`src/rtl/bpfvm_operand_stage_pkg.sv`:
```
// Shared encodings for the BPF VM operand stage: write destinations, write sources and FSM states.
package bpfvm_operand_stage_pkg;

    localparam int SCRATCH_AW_DEF = 4;
    localparam int DW_DEF         = 32;

    typedef enum logic [1:0] {
        DST_NONE = 2'd0,
        DST_A    = 2'd1,
        DST_X    = 2'd2,
        DST_MEM  = 2'd3
    } dst_e;

    typedef enum logic [2:0] {
        SRC_IMM   = 3'd0,
        SRC_ALU   = 3'd1,
        SRC_MEM   = 3'd2,
        SRC_PKT   = 3'd3,
        SRC_OTHER = 3'd4,
        SRC_LEN   = 3'd5
    } src_e;

    typedef enum logic [1:0] {
        ST_IDLE     = 2'd0,
        ST_WAIT_MEM = 2'd1,
        ST_WAIT_PKT = 2'd2,
        ST_CLEAR    = 2'd3
    } state_e;

    function automatic logic is_reg_dst(input dst_e dst);
        return (dst == DST_A) || (dst == DST_X);
    endfunction

endpackage

```
`src/rtl/bpfvm_operand_stage_if.sv`:
```
// Request/operand bundle between bpfvm_ctrl/ALU (master) and the operand stage (slave).
interface bpfvm_operand_stage_if
    import bpfvm_operand_stage_pkg::*;
#(
    parameter int SCRATCH_AW = 4,
    parameter int DW         = 32
);
    logic                  req;
    dst_e                  req_dst;
    src_e                  req_src;
    logic [SCRATCH_AW-1:0] scratch_addr;
    logic [DW-1:0]         imm;
    logic [DW-1:0]         ALU_out;
    logic [DW-1:0]         pkt_len;
    logic [DW-1:0]         pkt_data;
    logic                  pkt_valid;
    logic                  B_sel;
    logic                  ready;
    logic                  done;
    logic [DW-1:0]         A_operand;
    logic [DW-1:0]         B_operand;
    logic [DW-1:0]         X_reg;

    modport master (
        output req, req_dst, req_src, scratch_addr, imm, ALU_out, pkt_len, pkt_data, pkt_valid, B_sel,
        input  ready, done, A_operand, B_operand, X_reg
    );

    modport slave (
        input  req, req_dst, req_src, scratch_addr, imm, ALU_out, pkt_len, pkt_data, pkt_valid, B_sel,
        output ready, done, A_operand, B_operand, X_reg
    );
endinterface

```
`src/rtl/bpfvm_operand_stage_scratch_mem.sv`:
```
// BPF scratch memory M[]: single port, synchronous write, one-cycle registered read.
module bpfvm_operand_stage_scratch_mem #(
    parameter int AW = 4,
    parameter int DW = 32
) (
    input  logic          clk_i,
    input  logic          rst_i,
    input  logic          we_i,
    input  logic [AW-1:0] addr_i,
    input  logic [DW-1:0] wdata_i,
    output logic [DW-1:0] rdata_o
);
    logic [DW-1:0] mem_q [2**AW];
    logic [DW-1:0] rdata_q;

    // Storage array write port.
    always_ff @(posedge clk_i) begin
        if (we_i) begin
            mem_q[addr_i] <= wdata_i;
        end
    end

    // Registered read port.
    always_ff @(posedge clk_i) begin
        if (rst_i) begin
            rdata_q <= {DW{1'b0}};
        end else begin
            rdata_q <= mem_q[addr_i];
        end
    end

    assign rdata_o = rdata_q;
endmodule

```
`src/rtl/bpfvm_operand_stage.sv`:
```
// BPF VM operand stage: A/X registers, scratch M[], ALU operand muxing.
// Optional BPFVM_SCRATCH_CLEAR_EN: zero M[] word by word after every reset before going ready.
module bpfvm_operand_stage
    import bpfvm_operand_stage_pkg::*;
#(
    parameter int SCRATCH_AW = 4,
    parameter int DW         = 32
) (
    input  logic                   clk_i,
    input  logic                   rst_i,
    bpfvm_operand_stage_if.slave   ops
);
`ifdef BPFVM_SCRATCH_CLEAR_EN
    localparam state_e RST_STATE = ST_CLEAR;
    logic [SCRATCH_AW-1:0] clr_q, clr_d;
`else
    localparam state_e RST_STATE = ST_IDLE;
`endif

    state_e                state_q, state_d;
    dst_e                  pend_q, pend_d;
    logic [DW-1:0]         a_q, a_d, x_q, x_d;
    logic                  done_q, done_d;
    logic                  wr_en_s;
    dst_e                  wr_dst_s;
    logic [DW-1:0]         wr_val_s;
    logic                  mem_we_s;
    logic [SCRATCH_AW-1:0] mem_addr_s;
    logic [DW-1:0]         mem_wdata_s, mem_rdata_s;

    bpfvm_operand_stage_scratch_mem #(.AW(SCRATCH_AW), .DW(DW)) u_scratch (
        .clk_i  (clk_i),
        .rst_i  (rst_i),
        .we_i   (mem_we_s),
        .addr_i (mem_addr_s),
        .wdata_i(mem_wdata_s),
        .rdata_o(mem_rdata_s)
    );

    // Next-state, register write-back and scratch port control.
    always_comb begin
        state_d     = state_q;
        pend_d      = pend_q;
        a_d         = a_q;
        x_d         = x_q;
        done_d      = 1'b0;
        wr_en_s     = 1'b0;
        wr_dst_s    = DST_NONE;
        wr_val_s    = {DW{1'b0}};
        mem_we_s    = 1'b0;
        mem_addr_s  = ops.scratch_addr;
        mem_wdata_s = a_q;
`ifdef BPFVM_SCRATCH_CLEAR_EN
        clr_d       = clr_q;
`endif
        case (state_q)
            ST_IDLE: begin
                if (ops.req) begin
                    done_d = 1'b1;
                    pend_d = ops.req_dst;
                    if (is_reg_dst(ops.req_dst)) begin
                        wr_dst_s = ops.req_dst;
                        case (ops.req_src)
                            SRC_IMM:   begin wr_en_s = 1'b1; wr_val_s = ops.imm;     end
                            SRC_ALU:   begin wr_en_s = 1'b1; wr_val_s = ops.ALU_out; end
                            SRC_LEN:   begin wr_en_s = 1'b1; wr_val_s = ops.pkt_len; end
                            SRC_OTHER: begin
                                wr_en_s  = 1'b1;
                                wr_val_s = (ops.req_dst == DST_A) ? x_q : a_q;
                            end
                            SRC_MEM:   begin done_d = 1'b0; state_d = ST_WAIT_MEM; end
                            SRC_PKT:   begin done_d = 1'b0; state_d = ST_WAIT_PKT; end
                            default:   wr_en_s = 1'b0;
                        endcase
                    end else if (ops.req_dst == DST_MEM) begin
                        // ST stores A (src OTHER), STX stores X (src ALU encoding).
                        case (ops.req_src)
                            SRC_OTHER: begin mem_we_s = 1'b1; mem_wdata_s = a_q; end
                            SRC_ALU:   begin mem_we_s = 1'b1; mem_wdata_s = x_q; end
                            default:   mem_we_s = 1'b0;
                        endcase
                    end else begin
                        mem_we_s = 1'b0;
                    end
                end else begin
                    done_d = 1'b0;
                end
            end
            ST_WAIT_MEM: begin
                wr_en_s  = 1'b1;
                wr_dst_s = pend_q;
                wr_val_s = mem_rdata_s;
                done_d   = 1'b1;
                state_d  = ST_IDLE;
            end
            ST_WAIT_PKT: begin
                if (ops.pkt_valid) begin
                    wr_en_s  = 1'b1;
                    wr_dst_s = pend_q;
                    wr_val_s = ops.pkt_data;
                    done_d   = 1'b1;
                    state_d  = ST_IDLE;
                end else begin
                    state_d  = ST_WAIT_PKT;
                end
            end
`ifdef BPFVM_SCRATCH_CLEAR_EN
            ST_CLEAR: begin
                mem_we_s    = 1'b1;
                mem_addr_s  = clr_q;
                mem_wdata_s = {DW{1'b0}};
                clr_d       = clr_q + {{(SCRATCH_AW-1){1'b0}}, 1'b1};
                if (clr_q == {SCRATCH_AW{1'b1}}) begin
                    state_d = ST_IDLE;
                end else begin
                    state_d = ST_CLEAR;
                end
            end
`endif
            default: state_d = ST_IDLE;
        endcase

        if (wr_en_s && (wr_dst_s == DST_A)) begin
            a_d = wr_val_s;
        end else if (wr_en_s && (wr_dst_s == DST_X)) begin
            x_d = wr_val_s;
        end else begin
            a_d = a_q;
        end
    end

    // State and architectural register update.
    always_ff @(posedge clk_i) begin
        if (rst_i) begin
            state_q <= RST_STATE;
            pend_q  <= DST_NONE;
            a_q     <= {DW{1'b0}};
            x_q     <= {DW{1'b0}};
            done_q  <= 1'b0;
`ifdef BPFVM_SCRATCH_CLEAR_EN
            clr_q   <= {SCRATCH_AW{1'b0}};
`endif
        end else begin
            state_q <= state_d;
            pend_q  <= pend_d;
            a_q     <= a_d;
            x_q     <= x_d;
            done_q  <= done_d;
`ifdef BPFVM_SCRATCH_CLEAR_EN
            clr_q   <= clr_d;
`endif
        end
    end

    assign ops.ready     = (state_q == ST_IDLE);
    assign ops.done      = done_q;
    assign ops.A_operand = a_q;
    assign ops.B_operand = ops.B_sel ? ops.imm : x_q;
    assign ops.X_reg     = x_q;
endmodule

```
`src/flat_wrapper.sv`:
```
// flat-port wrapper written by rule: the top's interface ports become plain ports
module bpfvm_operand_stage_flat import bpfvm_operand_stage_pkg::*;
#(
    parameter int SCRATCH_AW = 4,
    parameter int DW         = 32
)
  (clk_i, rst_i, ops_req, ops_req_dst, ops_req_src, ops_scratch_addr, ops_imm, ops_ALU_out, ops_pkt_len, ops_pkt_data, ops_pkt_valid, ops_B_sel, ops_ready, ops_done, ops_A_operand, ops_B_operand, ops_X_reg);
  bpfvm_operand_stage_if #(.SCRATCH_AW(SCRATCH_AW), .DW(DW)) ops_i ();
  input  logic clk_i;
  input  logic rst_i;
  input wire logic [$bits(ops_i.req)-1:0] ops_req;
  input wire logic [$bits(ops_i.req_dst)-1:0] ops_req_dst;
  input wire logic [$bits(ops_i.req_src)-1:0] ops_req_src;
  input wire logic [$bits(ops_i.scratch_addr)-1:0] ops_scratch_addr;
  input wire logic [$bits(ops_i.imm)-1:0] ops_imm;
  input wire logic [$bits(ops_i.ALU_out)-1:0] ops_ALU_out;
  input wire logic [$bits(ops_i.pkt_len)-1:0] ops_pkt_len;
  input wire logic [$bits(ops_i.pkt_data)-1:0] ops_pkt_data;
  input wire logic [$bits(ops_i.pkt_valid)-1:0] ops_pkt_valid;
  input wire logic [$bits(ops_i.B_sel)-1:0] ops_B_sel;
  output wire logic [$bits(ops_i.ready)-1:0] ops_ready;
  output wire logic [$bits(ops_i.done)-1:0] ops_done;
  output wire logic [$bits(ops_i.A_operand)-1:0] ops_A_operand;
  output wire logic [$bits(ops_i.B_operand)-1:0] ops_B_operand;
  output wire logic [$bits(ops_i.X_reg)-1:0] ops_X_reg;
  assign ops_i.req = ops_req;
  assign ops_i.req_dst = ops_req_dst;
  assign ops_i.req_src = ops_req_src;
  assign ops_i.scratch_addr = ops_scratch_addr;
  assign ops_i.imm = ops_imm;
  assign ops_i.ALU_out = ops_ALU_out;
  assign ops_i.pkt_len = ops_pkt_len;
  assign ops_i.pkt_data = ops_pkt_data;
  assign ops_i.pkt_valid = ops_pkt_valid;
  assign ops_i.B_sel = ops_B_sel;
  assign ops_ready = ops_i.ready;
  assign ops_done = ops_i.done;
  assign ops_A_operand = ops_i.A_operand;
  assign ops_B_operand = ops_i.B_operand;
  assign ops_X_reg = ops_i.X_reg;
  bpfvm_operand_stage #(.SCRATCH_AW(SCRATCH_AW), .DW(DW)) u_core (.clk_i(clk_i), .rst_i(rst_i), .ops(ops_i));
endmodule
```
`config.mk`:
```
export PLATFORM = sky130hd
export DESIGN_NAME = bpfvm_operand_stage_flat
export DESIGN_NICKNAME = d
export VERILOG_FILES = /design/src/rtl/bpfvm_operand_stage_pkg.sv /design/src/rtl/bpfvm_operand_stage_if.sv /design/src/rtl/bpfvm_operand_stage_scratch_mem.sv /design/src/rtl/bpfvm_operand_stage.sv /design/src/flat_wrapper.sv
export SDC_FILE = /design/constraint.sdc
export NUM_CORES = 1
export LEC_CHECK = 0
export BUFFER_PORTS_ARGS = -buffer_cell sky130_fd_sc_hd__buf_2
export CAP_MARGIN = 20
export CORE_MARGIN = 2
export CORE_UTILIZATION = 59
export DETAILED_ROUTE_END_ITERATION = 10
export PLACE_DENSITY = 0.79
export SYNTH_ARGS = -nofsm -noshare
export SYNTH_HDL_FRONTEND = slang
export SYNTH_SLANG_ARGS = --single-unit
```
`constraint.sdc`:
```
create_clock -name clk_i -period 5.3 [get_ports clk_i]
set_clock_uncertainty 0.05 [all_clocks]
set_input_delay 0.795 -clock clk_i [delete_from_list [all_inputs] [get_ports clk_i]]
set_output_delay 0.795 -clock clk_i [all_outputs]
set_load 0.05 [all_outputs]
```
=== Word level (Yosys, flattened, before mapping) ===
Memory sizes are Yosys's and may differ from the RTL's. A register that Yosys moved wholly into a read port is not among the register bits.
Cells that the tools add are included.

* Eq/ne operators: 15
* Multiplexer cells: 37
* Bitwise logic cells: 1
* Reductions and logical operators: 11

{| class="wikitable"
|+ Operators with widths
! operator !! number
|-
| 32-bit two-way mux || 10
|-
| 32-bit case mux with 4 select lines || 1
|-
| 32-bit case mux with 3 select lines || 1
|-
| 1-bit two-way mux || 14
|-
| 2-bit two-way mux || 6
|-
| 2-bit == test, second input constant || 4
|-
| 2-bit case mux with 2 select lines || 2
|-
| 2-bit by 1-bit == test with 1-bit output, second input constant || 3
|-
| 3-bit by 2-bit == test with 1-bit output, second input constant || 2
|-
| 3-bit == test, second input constant || 2
|-
| 1-bit case mux with 3 select lines || 2
|-
| 2-bit case mux with 3 select lines || 1
|-
| 2-bit AND reduction || 2
|-
| 2-bit OR reduction || 2
|-
| 4-bit OR reduction || 1
|-
| 3-bit by 1-bit == test with 1-bit output, second input constant || 1
|-
| 3-bit zero test || 1
|-
| 3-bit by 1-bit != test with 1-bit output, second input constant || 1
|-
| 3-bit AND reduction || 1
|-
| 1-bit logical AND || 2
|-
| 2-bit zero test || 1
|-
| 2-bit by 1-bit != test with 1-bit output, second input constant || 1
|-
| 2-bit != test, second input constant || 1
|-
| 1-bit logical OR || 1
|-
| 1-bit NOT || 1
|}

* Register bits after elaboration: 69
* Memory bits (writable): 512
* Bits of input ports: 142
* Output and inout bits: 98
* Logic and storage cells: 70
* Memories: 1

{| class="wikitable"
|+ Memory list
! name !! depth !! bits a word !! read ports !! clocked after Yosys merged registers in !! write ports !! RTL line !! source
|-
| u_core.u_scratch.mem_q || 16 || 32 || 1 || 1 || 1 || bpfvm_operand_stage_scratch_mem.sv:13 || <nowiki>logic [DW-1:0] mem_q [2**AW];</nowiki>
|}

=== Depth between registers and ports, before layout ===
* Depth after elaboration: 9
* Gate-level depth with buffers: 8
* Mapped depth without buffers: 7

=== Modules after synthesis ===
A second synthesis with hierarchy kept.

* Cell total of the unflattened synthesis: 1504
* Area total of the unflattened synthesis: 25285.5 um^2

{| class="wikitable"
|+ Modules (own cells, without submodules)
! module !! instances !! cells an instance !! area an instance (um^2) !! sequential area each (um^2)
|-
| bpfvm_operand_stage_scratch_mem || 1 || 949 || 20295.7 || 16015.4
|-
| bpfvm_operand_stage || 1 || 555 || 4989.8 || 1381.3
|}

=== Least setup slack after synthesis ===
OpenSTA, ideal clock, no wires.

* Path type: input to register
* From: input port ops_scratch_addr[1]
* To: memory u_core.u_scratch.mem_q[3][0] (enable)
* Library setup time: 0.461 ns
* Data arrival time: 3.972 ns
* Required time: 4.789 ns
* Path slack: 0.817 ns
* Stages: 5
* Buffers on the path: 3
* Path through: clkbuf_1 clkbuf_1 buf_1 nand3_1 nor3_1

{| class="wikitable"
|+ RTL lines
! what !! RTL line !! source
|-
| from (decl) || flat_wrapper.sv:14 || <nowiki>input wire logic [$bits(ops_i.scratch_addr)-1:0] ops_scratch_addr;</nowiki>
|-
| to (decl) || bpfvm_operand_stage_scratch_mem.sv:13 ||
|}

No word-level cell before the write port.

=== Final worst setup path ===
* From: register u_core.state_q[1]
* To: memory u_core.u_scratch.mem_q[15][12] (enable)

* Cells in the longest elaborated chain, start to end: 4

{| class="wikitable"
|+ RTL lines
! what !! RTL line !! source
|-
| from (decl) || bpfvm_operand_stage.sv:20 || <nowiki>state_e state_q, state_d;</nowiki>
|-
| from (signal assigned) || bpfvm_operand_stage.sv:144 || <nowiki>state_q <= state_d;</nowiki>
|-
| 2-bit zero test || bpfvm_operand_stage.sv:56 || <nowiki>case (state_q)</nowiki>
|-
| 1-bit two-way mux || bpfvm_operand_stage.sv:56 ||
|-
| 1-bit two-way mux || bpfvm_operand_stage_scratch_mem.sv:18 || <nowiki>if (we_i) begin</nowiki>
|-
| 1-bit two-way mux (not written as such) || bpfvm_operand_stage_scratch_mem.sv:19 || <nowiki>mem_q[addr_i] <= wdata_i;</nowiki>
|}

No other way between the ends.

==> run summary <==
=================================================================================
Outcome                                                              finished clean
TNS Setup                                                                    0 ns
Routed WL per cell                                                        29.0 um
Count of pins on the block boundary                                           240
Area of the die                                                        0.0443 mm2
Input/output buffers                                                          239
Crit path cell chain                                                 nor4b_2 > nand3_1 > nor2_1 > nand3_1 > nor2_4 > buf_4
Final clock period utilization by the worst path                            68.5%
Ranking of synthesized cells by instance count                       512 x edfxtp_1, 128 x mux2i_1, 128 x mux4_2, 101 x dfxtp_1, 52 x clkbuf_1
Total setup violations reported at the end of the flow                          0
NumNets Final                                                               1,717
Setup slack after layout                                                  1.67 ns
Y dimension of the die                                                     210 um
Final Hold Fails                                                                0
Max reg flops                                                                 512
CP top delay family                                                  simple AND/OR/NAND/NOR gates
Unrepaired setup endpoints after global routing                             false
Worst slew margin relative to its limit                                     22.0%
Worst skew pair latency                                                   0.61 ns
Total congestion overflow                                                       0
Reg with most FFs                                                    u_core.u_scratch.mem_q
Power per cell area                                                    335 mW/mm2
Std-Cell Core Area                                                     0.0420 mm2
Clock transition at the registers of the reported paths                   0.07 ns
Inserted Clock Buffers                                                         56
Data arrival time of the critical path                                    3.88 ns
Overall die width                                                          210 um
Worst hold path class                                                     reg2reg
Critical path launch point type                                              flop
Core occupancy in the finished layout                                       68.5%
Clk root buf                                                            clkbuf_16
Post-Place Setup Slack                                                    1.60 ns
Tightest Pin Transition                                                   1.17 ns
Post-route DRC violation count                                                  0
Ratio of cells with drive above 1 in the final layout                       36.5%
Post-synthesis average cell area                                         18.8 um2
Count of distinct cell types in the synthesized netlist                        42
Global routing usage summed across all routing layers                       28.5%
Sinks on Clock Net                                                            613
Post-synthesis cell count                                                   1,334
Post-DP HPWL                                                              37.0 mm
Count of flip-flops with a built-in enable after synthesis                    512
Synthesized netlist net count                                               1,480
Fraction of the yosys area taken by sequential cells                        69.2%
Drt initial violations                                                      1,670
Initial cell density of the core                                            59.8%
Top cells by area in the synthesized netlist                         edfxtp_1 61%, mux4_2 11%, dfxtp_1 8.0%
Most Frequent Cell on Critical Path                                       nand3_1
H-tree lvl count                                                                2
Portion of synthesized cell area occupied by the leading cell type          61.2%
Max-cap violation count                                                         0
Post-cts repair resize count                                                    0
Leak                                                                      11.1 nW
Count of standard-cell rows                                                    75
Primary flip-flop cell chosen by synthesis mapping                       edfxtp_1
Final period demand of the worst path                                     3.63 ns
Type of the worst setup path                                              reg2reg
Count of TritonRoute iterations in the first routing pass                       5
Top achievable clock speed                                              0.275 GHz
Warnings, synthesis                                                             0
Setup crit end kind                                                          flop
Gp weighted congestion                                                      0.806
Via total after detailed routing                                           14,300
Pin count of the biggest net entering global routing                          101
Slowest stage cell, crit path                                              nor2_4
Routed wire length                                                        62.5 mm
First-pass GRT wire length                                                91.5 mm
Initial antenna violation count                                                 5
Critical path data required time                                          5.55 ns
Hold_buf cts                                                                    0
Postcts setup bufs                                                              0
Maximum root-to-sink buffer count                                               3
Count of pins over their slew limit                                             0
Clock tree from TritonCTS                                                   built
Post-synthesis async set-or-reset flop share                                   0%
Number of synthesized register bits                                           613
Count leader, synth                                                      edfxtp_1
DRT antenna net count                                                           0
Vias in the first global route                                             14,400
Layout overhead on the synthesized area                                     14.6%
Critical path buffers and inverters                                             1
Cell type with the highest aggregate area in the netlist                 edfxtp_1
Critical path fanouts, max                                                     41
VDD IR-drop max                                                            233 uV
Routed via count divided by cell count                                       6.65
Max incr delay on CP                                                      0.85 ns
Cell Area, Synth                                                       0.0251 mm2
=================================================================================
kinds of logic after synthesis:
kind of cell / count (synthesis) / synth area share, %
and+or+nand+nor: 59 / 1.37
AOI/OAI and AO/OA: 233 / 7.76
xor gates and xnor gates: 1 / 0.0349
adders and majority gates: 4 / 0.199
muxes: 320 / 19.4
buffers and inverters: 104 / 1.97
DFF: 613 / 69.2
path summary, 6_finish.rpt:
check                           startpoint                        endpoint  slack [ns]  depth (start not counted)
setup / recovery         u_core.state_q[1]  u_core.u_scratch.mem_q[15][12]        1.67                          6
hold / removal    u_core.ops.A_operand[24]        u_core.ops.A_operand[24]        0.45                          1
setup reg to reg         u_core.state_q[1]  u_core.u_scratch.mem_q[15][12]        1.67                          6
hold reg to reg   u_core.ops.A_operand[24]        u_core.ops.A_operand[24]        0.45                          1
cell type report:
| cell class | instances | area (um2) |
|---|---|---|
| timing repair buffer | 280 | 1550 |
| clock buffer | 77 | 1570 |
| inverter | 3 | 11.3 |
| clock inverter | 25 | 224 |
| tap | 539 | 674 |
| sequential | 613 | 17400 |
| antenna | 2 | 5.00 |
| multi-input combinational | 617 | 7370 |
| fill | 2618 | 13200 |
power by group:
part,total [mW],internal (mW),switching [mW]
clock,3.98,2.26,1.72
combinational,0.497,0.195,0.302
sequential,5.19,5.17,0.0172
total,9.66,7.62,2.04
layer usage:
metal | vias to the layer above | share of wire (%) | global-route usage, % | wire length, um
met3 | 110 | 11 | 8.12 | 7120
met5 | - | 0 | 0 | 0
met4 | 0 | 2.2 | 8.67 | 1370
met2 | 917 | 49 | 45.6 | 30400
met1 | 7284 | 38 | 38.5 | 23600
li1 | 6016 | - | - | -
cells in the final DEF (no fill, tap or decap), drive strengths merged, types with 2 or more instances in the layout:
cell / count
a21oi: 37
a2bb2oi: 32
a32o: 32
and2: 2
and3b: 2
buf: 279
bufinv: 4
clkbuf: 78
clkinv: 14
clkinvlp: 7
dfxtp: 101
diode: 2
edfxtp: 512
ha: 4
inv: 3
mux2: 64
mux2i: 128
mux4: 128
nand2: 4
nand2b: 5
nand3: 3
nand3b: 2
nor2: 25
nor3: 8
o21ai: 33
o22ai: 32
o2bb2ai: 64
or3b: 2
per-stage QoR:
step | instance area [um2] | cells | hold WS [ns] | power (mW)
finish | 28800 | 2156 | 0.446 | 9.66
global route | 28800 | 2156 | 0.468 | 9.89
CTS | 28800 | 2153 | 0.448 | 9.69
detailed placement | 27000 | 2051 | 0.436 | 5.78
global placement | 27000 | 2050 | 0.433 | 5.77
floorplan | 25100 | 1334 | 0.420 | 5.61
No activity file was read; power rests on OpenSTA's default activity.
